$ cat config.mk
export PLATFORM = sky130hd
export DESIGN_NAME = fetch_unit_flat
export DESIGN_NICKNAME = d
export VERILOG_FILES = /design/src/rtl/fetch_unit_if.sv /design/src/rtl/fetch_unit.sv /design/src/flat_wrapper.sv
export SDC_FILE = /design/constraint.sdc
export NUM_CORES = 1
export LEC_CHECK = 0
export BUFFER_PORTS_ARGS = -buffer_cell sky130_fd_sc_hd__buf_2
export CAP_MARGIN = 5
export CORE_AREA = 10 10 143 145
export CTS_CLUSTER_DIAMETER = 100
export DETAILED_ROUTE_END_ITERATION = 6
export DIE_AREA = 0 0 153 155
export PLACE_DENSITY = 0.79
export SLEW_MARGIN = 15
export SYNTH_ARGS = -nofsm -noshare
export SYNTH_HDL_FRONTEND = slang
export SYNTH_SLANG_ARGS = --single-unit
$ cat constraint.sdc
create_clock -name clk -period 2.5 [get_ports clk]
set_input_delay 0.25 -clock clk [delete_from_list [all_inputs] [get_ports clk]]
set_output_delay 0.25 -clock clk [all_outputs]
set_load 0.02 [all_outputs]
$ cat src/rtl/fetch_unit_if.sv
// Signal bundle between the fetch stage and its surroundings (instruction memory, decode).
// The fetch unit takes the slave side; the memory/decode environment takes the master side.
interface fetch_unit_if;
    logic        stall;
    logic        flush;
    logic        branch_taken;
    logic [15:0] branch_offset;
    logic [31:0] branch_pc_plus1;
    logic        jump;
    logic [25:0] jump_target;
    logic        jr;
    logic [31:0] jr_target;

    logic [31:0] pc_out;
    logic [5:0]  if_op;
    logic [4:0]  if_rs;
    logic [4:0]  if_rt;
    logic [15:0] if_imm;

    logic        id_valid;
    logic [5:0]  id_op;
    logic [4:0]  id_rs;
    logic [4:0]  id_rt;
    logic [4:0]  id_rd;
    logic [15:0] id_imm;
    logic [31:0] id_pc_plus1;
    logic        halted;
    logic [31:0] fetch_count;

    modport master (
        output stall, flush, branch_taken, branch_offset, branch_pc_plus1,
               jump, jump_target, jr, jr_target,
               if_op, if_rs, if_rt, if_imm,
        input  pc_out, id_valid, id_op, id_rs, id_rt, id_rd, id_imm, id_pc_plus1,
               halted, fetch_count
    );

    modport slave (
        input  stall, flush, branch_taken, branch_offset, branch_pc_plus1,
               jump, jump_target, jr, jr_target,
               if_op, if_rs, if_rt, if_imm,
        output pc_out, id_valid, id_op, id_rs, id_rt, id_rd, id_imm, id_pc_plus1,
               halted, fetch_count
    );
endinterface

$ cat src/rtl/fetch_unit.sv
// Instruction-fetch stage: PC register, redirect selection, IF/ID pipeline register and a
// HALT state that freezes fetch until reset.
module fetch_unit #(
    parameter logic [31:0] RESET_PC = 32'd0,
    parameter logic [5:0]  HALT_OP  = 6'h3F
) (
    input logic         clk,
    input logic         rst_n,
    fetch_unit_if.slave io_bus
);

    typedef enum logic [0:0] {StRun, StHalt} state_e;

    state_e      r_state;
    logic [31:0] r_pc;
    logic        r_id_valid;
    logic [5:0]  r_id_op;
    logic [4:0]  r_id_rs;
    logic [4:0]  r_id_rt;
    logic [4:0]  r_id_rd;
    logic [15:0] r_id_imm;
    logic [31:0] r_id_pc_plus1;
    logic [31:0] r_fetch_count;

    state_e      w_state_next;
    logic [31:0] w_pc_next;
    logic        w_id_valid_next;
    logic [5:0]  w_id_op_next;
    logic [4:0]  w_id_rs_next;
    logic [4:0]  w_id_rt_next;
    logic [4:0]  w_id_rd_next;
    logic [15:0] w_id_imm_next;
    logic [31:0] w_id_pc_plus1_next;
    logic [31:0] w_fetch_count_next;

    logic [31:0] w_pc_plus1;
    logic [31:0] w_branch_target;
    logic [31:0] w_jump_target;
    logic        w_redirect;
    logic        w_halt_detect;
    logic        w_bubble;
    logic        w_load;

    assign w_pc_plus1      = r_pc + 32'd1;
    assign w_branch_target = io_bus.branch_pc_plus1
                           + {{16{io_bus.branch_offset[15]}}, io_bus.branch_offset};
    assign w_jump_target   = {io_bus.branch_pc_plus1[31:26], io_bus.jump_target};
    assign w_redirect      = io_bus.jr | io_bus.jump | io_bus.branch_taken;

    // A HALT opcode only counts when it is on the committed path and not being held back.
    assign w_halt_detect = (io_bus.if_op == HALT_OP) & ~w_redirect & ~io_bus.flush
                         & ~io_bus.stall;

    always_comb begin
        w_state_next = r_state;
        w_pc_next    = r_pc;
        w_bubble     = 1'b0;
        w_load       = 1'b0;

        unique case (r_state)
            StRun: begin
                if (io_bus.jr) begin
                    w_pc_next = io_bus.jr_target;
                end else if (io_bus.jump) begin
                    w_pc_next = w_jump_target;
                end else if (io_bus.branch_taken) begin
                    w_pc_next = w_branch_target;
                end else if (io_bus.stall || w_halt_detect) begin
                    w_pc_next = r_pc;
                end else begin
                    w_pc_next = w_pc_plus1;
                end

                w_bubble = w_redirect | io_bus.flush;
                w_load   = ~w_bubble & ~io_bus.stall;

                if (w_halt_detect) begin
                    w_state_next = StHalt;
                end
            end
            StHalt: begin
                // Redirects are ignored here; only stall can keep IF/ID from draining.
                w_bubble = io_bus.flush | ~io_bus.stall;
            end
            default: begin
                w_state_next = StRun;
            end
        endcase
    end

    always_comb begin
        w_id_valid_next    = r_id_valid;
        w_id_op_next       = r_id_op;
        w_id_rs_next       = r_id_rs;
        w_id_rt_next       = r_id_rt;
        w_id_rd_next       = r_id_rd;
        w_id_imm_next      = r_id_imm;
        w_id_pc_plus1_next = r_id_pc_plus1;
        w_fetch_count_next = r_fetch_count;

        if (w_bubble) begin
            w_id_valid_next    = 1'b0;
            w_id_op_next       = 6'd0;
            w_id_rs_next       = 5'd0;
            w_id_rt_next       = 5'd0;
            w_id_rd_next       = 5'd0;
            w_id_imm_next      = 16'd0;
            w_id_pc_plus1_next = 32'd0;
        end else if (w_load) begin
            w_id_valid_next    = 1'b1;
            w_id_op_next       = io_bus.if_op;
            w_id_rs_next       = io_bus.if_rs;
            w_id_rt_next       = io_bus.if_rt;
            w_id_rd_next       = io_bus.if_imm[15:11];
            w_id_imm_next      = io_bus.if_imm;
            w_id_pc_plus1_next = w_pc_plus1;
            w_fetch_count_next = r_fetch_count + 32'd1;
        end
    end

    always_ff @(posedge clk or negedge rst_n) begin
        if (!rst_n) begin
            r_state       <= StRun;
            r_pc          <= RESET_PC;
            r_id_valid    <= 1'b0;
            r_id_op       <= 6'd0;
            r_id_rs       <= 5'd0;
            r_id_rt       <= 5'd0;
            r_id_rd       <= 5'd0;
            r_id_imm      <= 16'd0;
            r_id_pc_plus1 <= 32'd0;
            r_fetch_count <= 32'd0;
        end else begin
            r_state       <= w_state_next;
            r_pc          <= w_pc_next;
            r_id_valid    <= w_id_valid_next;
            r_id_op       <= w_id_op_next;
            r_id_rs       <= w_id_rs_next;
            r_id_rt       <= w_id_rt_next;
            r_id_rd       <= w_id_rd_next;
            r_id_imm      <= w_id_imm_next;
            r_id_pc_plus1 <= w_id_pc_plus1_next;
            r_fetch_count <= w_fetch_count_next;
        end
    end

    assign io_bus.pc_out      = r_pc;
    assign io_bus.id_valid    = r_id_valid;
    assign io_bus.id_op       = r_id_op;
    assign io_bus.id_rs       = r_id_rs;
    assign io_bus.id_rt       = r_id_rt;
    assign io_bus.id_rd       = r_id_rd;
    assign io_bus.id_imm      = r_id_imm;
    assign io_bus.id_pc_plus1 = r_id_pc_plus1;
    assign io_bus.halted      = (r_state == StHalt);
    assign io_bus.fetch_count = r_fetch_count;

endmodule

$ cat src/flat_wrapper.sv
// flat-port wrapper written by rule: the top's interface ports become plain ports
module fetch_unit_flat 
#(
    parameter logic [31:0] RESET_PC = 32'd0,
    parameter logic [5:0]  HALT_OP  = 6'h3F
)
  (clk, rst_n, io_bus_stall, io_bus_flush, io_bus_branch_taken, io_bus_branch_offset, io_bus_branch_pc_plus1, io_bus_jump, io_bus_jump_target, io_bus_jr, io_bus_jr_target, io_bus_if_op, io_bus_if_rs, io_bus_if_rt, io_bus_if_imm, io_bus_pc_out, io_bus_id_valid, io_bus_id_op, io_bus_id_rs, io_bus_id_rt, io_bus_id_rd, io_bus_id_imm, io_bus_id_pc_plus1, io_bus_halted, io_bus_fetch_count);
  fetch_unit_if io_bus_i ();
  input logic clk;
  input logic rst_n;
  input wire logic [$bits(io_bus_i.stall)-1:0] io_bus_stall;
  input wire logic [$bits(io_bus_i.flush)-1:0] io_bus_flush;
  input wire logic [$bits(io_bus_i.branch_taken)-1:0] io_bus_branch_taken;
  input wire logic [$bits(io_bus_i.branch_offset)-1:0] io_bus_branch_offset;
  input wire logic [$bits(io_bus_i.branch_pc_plus1)-1:0] io_bus_branch_pc_plus1;
  input wire logic [$bits(io_bus_i.jump)-1:0] io_bus_jump;
  input wire logic [$bits(io_bus_i.jump_target)-1:0] io_bus_jump_target;
  input wire logic [$bits(io_bus_i.jr)-1:0] io_bus_jr;
  input wire logic [$bits(io_bus_i.jr_target)-1:0] io_bus_jr_target;
  input wire logic [$bits(io_bus_i.if_op)-1:0] io_bus_if_op;
  input wire logic [$bits(io_bus_i.if_rs)-1:0] io_bus_if_rs;
  input wire logic [$bits(io_bus_i.if_rt)-1:0] io_bus_if_rt;
  input wire logic [$bits(io_bus_i.if_imm)-1:0] io_bus_if_imm;
  output wire logic [$bits(io_bus_i.pc_out)-1:0] io_bus_pc_out;
  output wire logic [$bits(io_bus_i.id_valid)-1:0] io_bus_id_valid;
  output wire logic [$bits(io_bus_i.id_op)-1:0] io_bus_id_op;
  output wire logic [$bits(io_bus_i.id_rs)-1:0] io_bus_id_rs;
  output wire logic [$bits(io_bus_i.id_rt)-1:0] io_bus_id_rt;
  output wire logic [$bits(io_bus_i.id_rd)-1:0] io_bus_id_rd;
  output wire logic [$bits(io_bus_i.id_imm)-1:0] io_bus_id_imm;
  output wire logic [$bits(io_bus_i.id_pc_plus1)-1:0] io_bus_id_pc_plus1;
  output wire logic [$bits(io_bus_i.halted)-1:0] io_bus_halted;
  output wire logic [$bits(io_bus_i.fetch_count)-1:0] io_bus_fetch_count;
  assign io_bus_i.stall = io_bus_stall;
  assign io_bus_i.flush = io_bus_flush;
  assign io_bus_i.branch_taken = io_bus_branch_taken;
  assign io_bus_i.branch_offset = io_bus_branch_offset;
  assign io_bus_i.branch_pc_plus1 = io_bus_branch_pc_plus1;
  assign io_bus_i.jump = io_bus_jump;
  assign io_bus_i.jump_target = io_bus_jump_target;
  assign io_bus_i.jr = io_bus_jr;
  assign io_bus_i.jr_target = io_bus_jr_target;
  assign io_bus_i.if_op = io_bus_if_op;
  assign io_bus_i.if_rs = io_bus_if_rs;
  assign io_bus_i.if_rt = io_bus_if_rt;
  assign io_bus_i.if_imm = io_bus_if_imm;
  assign io_bus_pc_out = io_bus_i.pc_out;
  assign io_bus_id_valid = io_bus_i.id_valid;
  assign io_bus_id_op = io_bus_i.id_op;
  assign io_bus_id_rs = io_bus_i.id_rs;
  assign io_bus_id_rt = io_bus_i.id_rt;
  assign io_bus_id_rd = io_bus_i.id_rd;
  assign io_bus_id_imm = io_bus_i.id_imm;
  assign io_bus_id_pc_plus1 = io_bus_i.id_pc_plus1;
  assign io_bus_halted = io_bus_i.halted;
  assign io_bus_fetch_count = io_bus_i.fetch_count;
  fetch_unit #(.RESET_PC(RESET_PC), .HALT_OP(HALT_OP)) u_core (.clk(clk), .rst_n(rst_n), .io_bus(io_bus_i));
endmodule
==> impl_metrics.csv <==
group,metric,value,unit
synthesis,async_flop_share,1.00,
power,switching_power,1930,uW
drt,wl_per_cell,19.5,microns
setup_path,startpoint_type,"primary input",
die,die_w,153,microns
power,p_per_area,587,mW/mm^2
synthesis,synth-seq-area-share,0.406,
synthesis,synth.avg_cell_area,9.06,sq um
setup_path,reg2reg_depth,9,
setup_path,crit_fanout,5,
sta,period_share,0.942,
drt,drc,0,
synthesis,post-synth-top-count-cell,"dfrtp_1",
synthesis,yosysTopAreaCellShare,0.406,
setup_path,crit_arrival,2.70,ns
die,core_area,0.0177,sq mm
place,gp_congestion,0.940,
sta,fmax,424,MHz
synthesis,ys_warn_count,0,
run,cap_violations,0,
synthesis,synthCells,884,
sta,rsz0062_at_grt,"yes",
clocking,cts_setup_buffers,0,
clocking,root_buffer,"clkbuf_16",
place,hpwlAfterDp,22.9,mm
setup_path,r2r-end,"u_core.io_bus.pc_out[20]$_DFFE_PN0P_",
sta,maxSlewViolCount,0,
synthesis,ys.flop_type,"dfrtp_1",
setup_path,cp.required,2.84,ns
place,port_buffers,279,
final_layout,drive_gt1_frac,0.335,
global_routing,grt_max_degree,76,
power,seq_power_share,0.371,
die,fp.dieArea,0.0237,sq mm
die,num_rows,49,
sta,hold_violations,0,
sta,hold_ws,0.0606,ns
synthesis,yosysTopAreaCell,"dfrtp_1",
sta,setup_viol,0,
global_routing,grt.overflow.total,0,
final_layout,stdcell_count,1450,
setup_path,r2r_start,"u_core.io_bus.pc_out[3]$_DFFE_PN0P_",
power,vdd_ir_drop_max,403,uV
setup_path,critPathKind,"primary input to flip-flop",
power,power_leakage,0.00538,uW
power,netSwitchingFraction,0.308,
final_layout,areaGrowthSynthToFinish,33.2,%
setup_path,r2r_slack,0.18,ns
die,fp.dieH,155,microns
clocking,clk_pin_slew,0.07,ns
clocking,h-tree-depth,4,
place,place_ws,-0.283,ns
final_layout,fin_util,0.604,
final_layout,antenna_cells,0,
min_path,min_to,"u_core.io_bus.id_imm[13]$_DFFE_PN0P_",
drt,drt.antenna.violating_nets,0,
sta,worst_slew_pin_slew,0.661,ns
synthesis,synth.area.top_cells,"dfrtp_1, xnor2_1, ha_1",
power,finalPower,6260,uW
drt,via_per_inst,5.56,
place,dp_cells,1418,
drt,drtIter0Drc,719,
power,comb_power_share,0.238,
synthesis,netlist_area,0.00801,sq mm
clocking,cts_buffers,17,
setup_path,crit_path_end_kind,"flip-flop",
global_routing,track_usage,0.229,
power,intPower,4330,uW
synthesis,synth_common_cells,"dfrtp_1, nand2_1, a21oi_1, nor2_1, o21ai_0",
global_routing,antenna_found_initial,0,
drt,firstDrtPassIters,7,
global_routing,grt_pass1_wl,44.2,mm
sta,maxSlewHeadroom,0.559,
min_path,min_path_cells,2,
sta,final.min_clock_period,2.36,ns
clocking,cts.sinks,130,
clocking,cts_tree,"yes",
final_layout,num-nets-final,1388,
synthesis,ys_seq_elements,130,
power,clkPwrFrac,0.391,
sta,skew,0.0170,ns
min_path,hold_path.startpoint,"io_bus_if_imm[13]",
die,io_pins,280,
synthesis,synth_edf_count,0,
synthesis,synth_nets,1063,
clocking,insertion_delay,0.42,ns
drt,num_vias,8067,
synthesis,synth_cell_type_count,67,
run_status,run_status,"finished, final reports clean",
drt,wl,28.2,mm
clocking,clock_path_buffers,2,
sta,fin_ws,0.144,ns
global_routing,grt_pass1_vias,7972,
min_path,holdCritPathClass,"primary input to flip-flop",
die,start_util,0.454,
[worst max-delay path, stage by stage]
cell	delay (ns)
buf_2	0.10
ha_1	0.23
fa_1	0.39
a21o_1	0.20
a221o_1	0.35
nand4_1	0.10
nand2_1	0.12
o31a_1	0.36
a21oi_1	0.22
xnor2_1	0.14
nand2_1	0.07
a31oi_1	0.17
[kinds of logic after synthesis]
family | Yosys count | synth area share
flops | 130 | 0.406
fa+ha+maj | 34 | 0.0540
xor+xnor | 86 | 0.0940
simple gates | 289 | 0.175
buf+inv | 61 | 0.0320
compound gates | 280 | 0.233
mux | 4 | 0.00515
[per-layer routing]
layer  track usage  vias up  wire length (microns)
li1              -     3883                      -
met1         0.302     3726                  12100
met2         0.350      414                  12700
met3        0.0703       44                   2800
met4        0.0745        0                    681
met5             0        -                      0
[registers in the layout, indices dropped and copies added (netlist names)]
name	count
u_core.io_bus.fetch_count	32
u_core.io_bus.halted	1
u_core.io_bus.id_imm	15
u_core.io_bus.id_op	6
u_core.io_bus.id_pc_plus1	32
u_core.io_bus.id_rd	1
u_core.io_bus.id_rs	5
u_core.io_bus.id_rt	5
u_core.io_bus.id_valid	1
u_core.io_bus.pc_out	32
[power by group through the flow]
stage                     clock network (uW)  registers, uW  logic, uW
after detailed placement                   0           2360       1470
final                                   2450           2320       1490
after global routing                    2580           2340       1620
after global placement                     0           2350       1460
after CTS                               2490           2320       1480
after floorplan                            0           2460        709
[cells in the final DEF (no fill, tap or decap), types with 11 or more instances in the layout]
| cell | count |
|---|---|
| nor2_1 | 68 |
| xor2_1 | 32 |
| and3_1 | 15 |
| buf_2 | 278 |
| a22o_1 | 47 |
| nand3_1 | 34 |
| a21o_1 | 12 |
| o22ai_1 | 13 |
| clkbuf_16 | 17 |
| nand2_1 | 106 |
| dfrtp_1 | 130 |
| inv_1 | 15 |
| ha_1 | 33 |
| nand4_1 | 19 |
| a21oi_1 | 69 |
| xnor2_1 | 54 |
| nor3_1 | 11 |
| buf_4 | 71 |
| o21ai_0 | 69 |
[through the flow]
step / TNS [ns] / area [sq um]
6_report: 0 / 10700
5_1_grt: -0.0152 / 10700
4_1_cts: 0 / 10700
3_5_place_dp: -3.28 / 10100
3_3_place_gp: -2.31 / 10100
2_1_floorplan: 0 / 8020
[how the worst max path moves through the flow]
stage	start	end	slack, ns
global placement	io_bus_branch_pc_plus1[0]	u_core.io_bus.pc_out[22]$_DFFE_PN0P_	-0.24
detailed placement	io_bus_branch_pc_plus1[1]	u_core.io_bus.pc_out[29]$_DFFE_PN0P_	-0.28
finish	io_bus_branch_pc_plus1[0]	u_core.io_bus.pc_out[22]$_DFFE_PN0P_	0.14
CTS	io_bus_branch_pc_plus1[1]	u_core.io_bus.pc_out[29]$_DFFE_PN0P_	0.15
floorplan	io_bus_branch_pc_plus1[0]	u_core.io_bus.pc_out[22]$_DFFE_PN0P_	0.009
global route	io_bus_branch_pc_plus1[0]	u_core.io_bus.pc_out[30]$_DFFE_PN0P_	-0.02
[repair_timing]
item	4_1_cts	5_1_grt
gates resized for setup	0	1
setup endpoints to repair	0	4
hold buffers	1	0
hold endpoints to repair	73	0
[final cells by class]
class	instances	area, sq um
fillers	1554	6980
multi-input cells	693	4530
flip-flops and latches	130	3250
repair buffers	352	1970
clock buffers	19	453
well taps	229	287
clock inverters	12	133
inverters	15	56.3
Power figures use the tool's default switching activity.
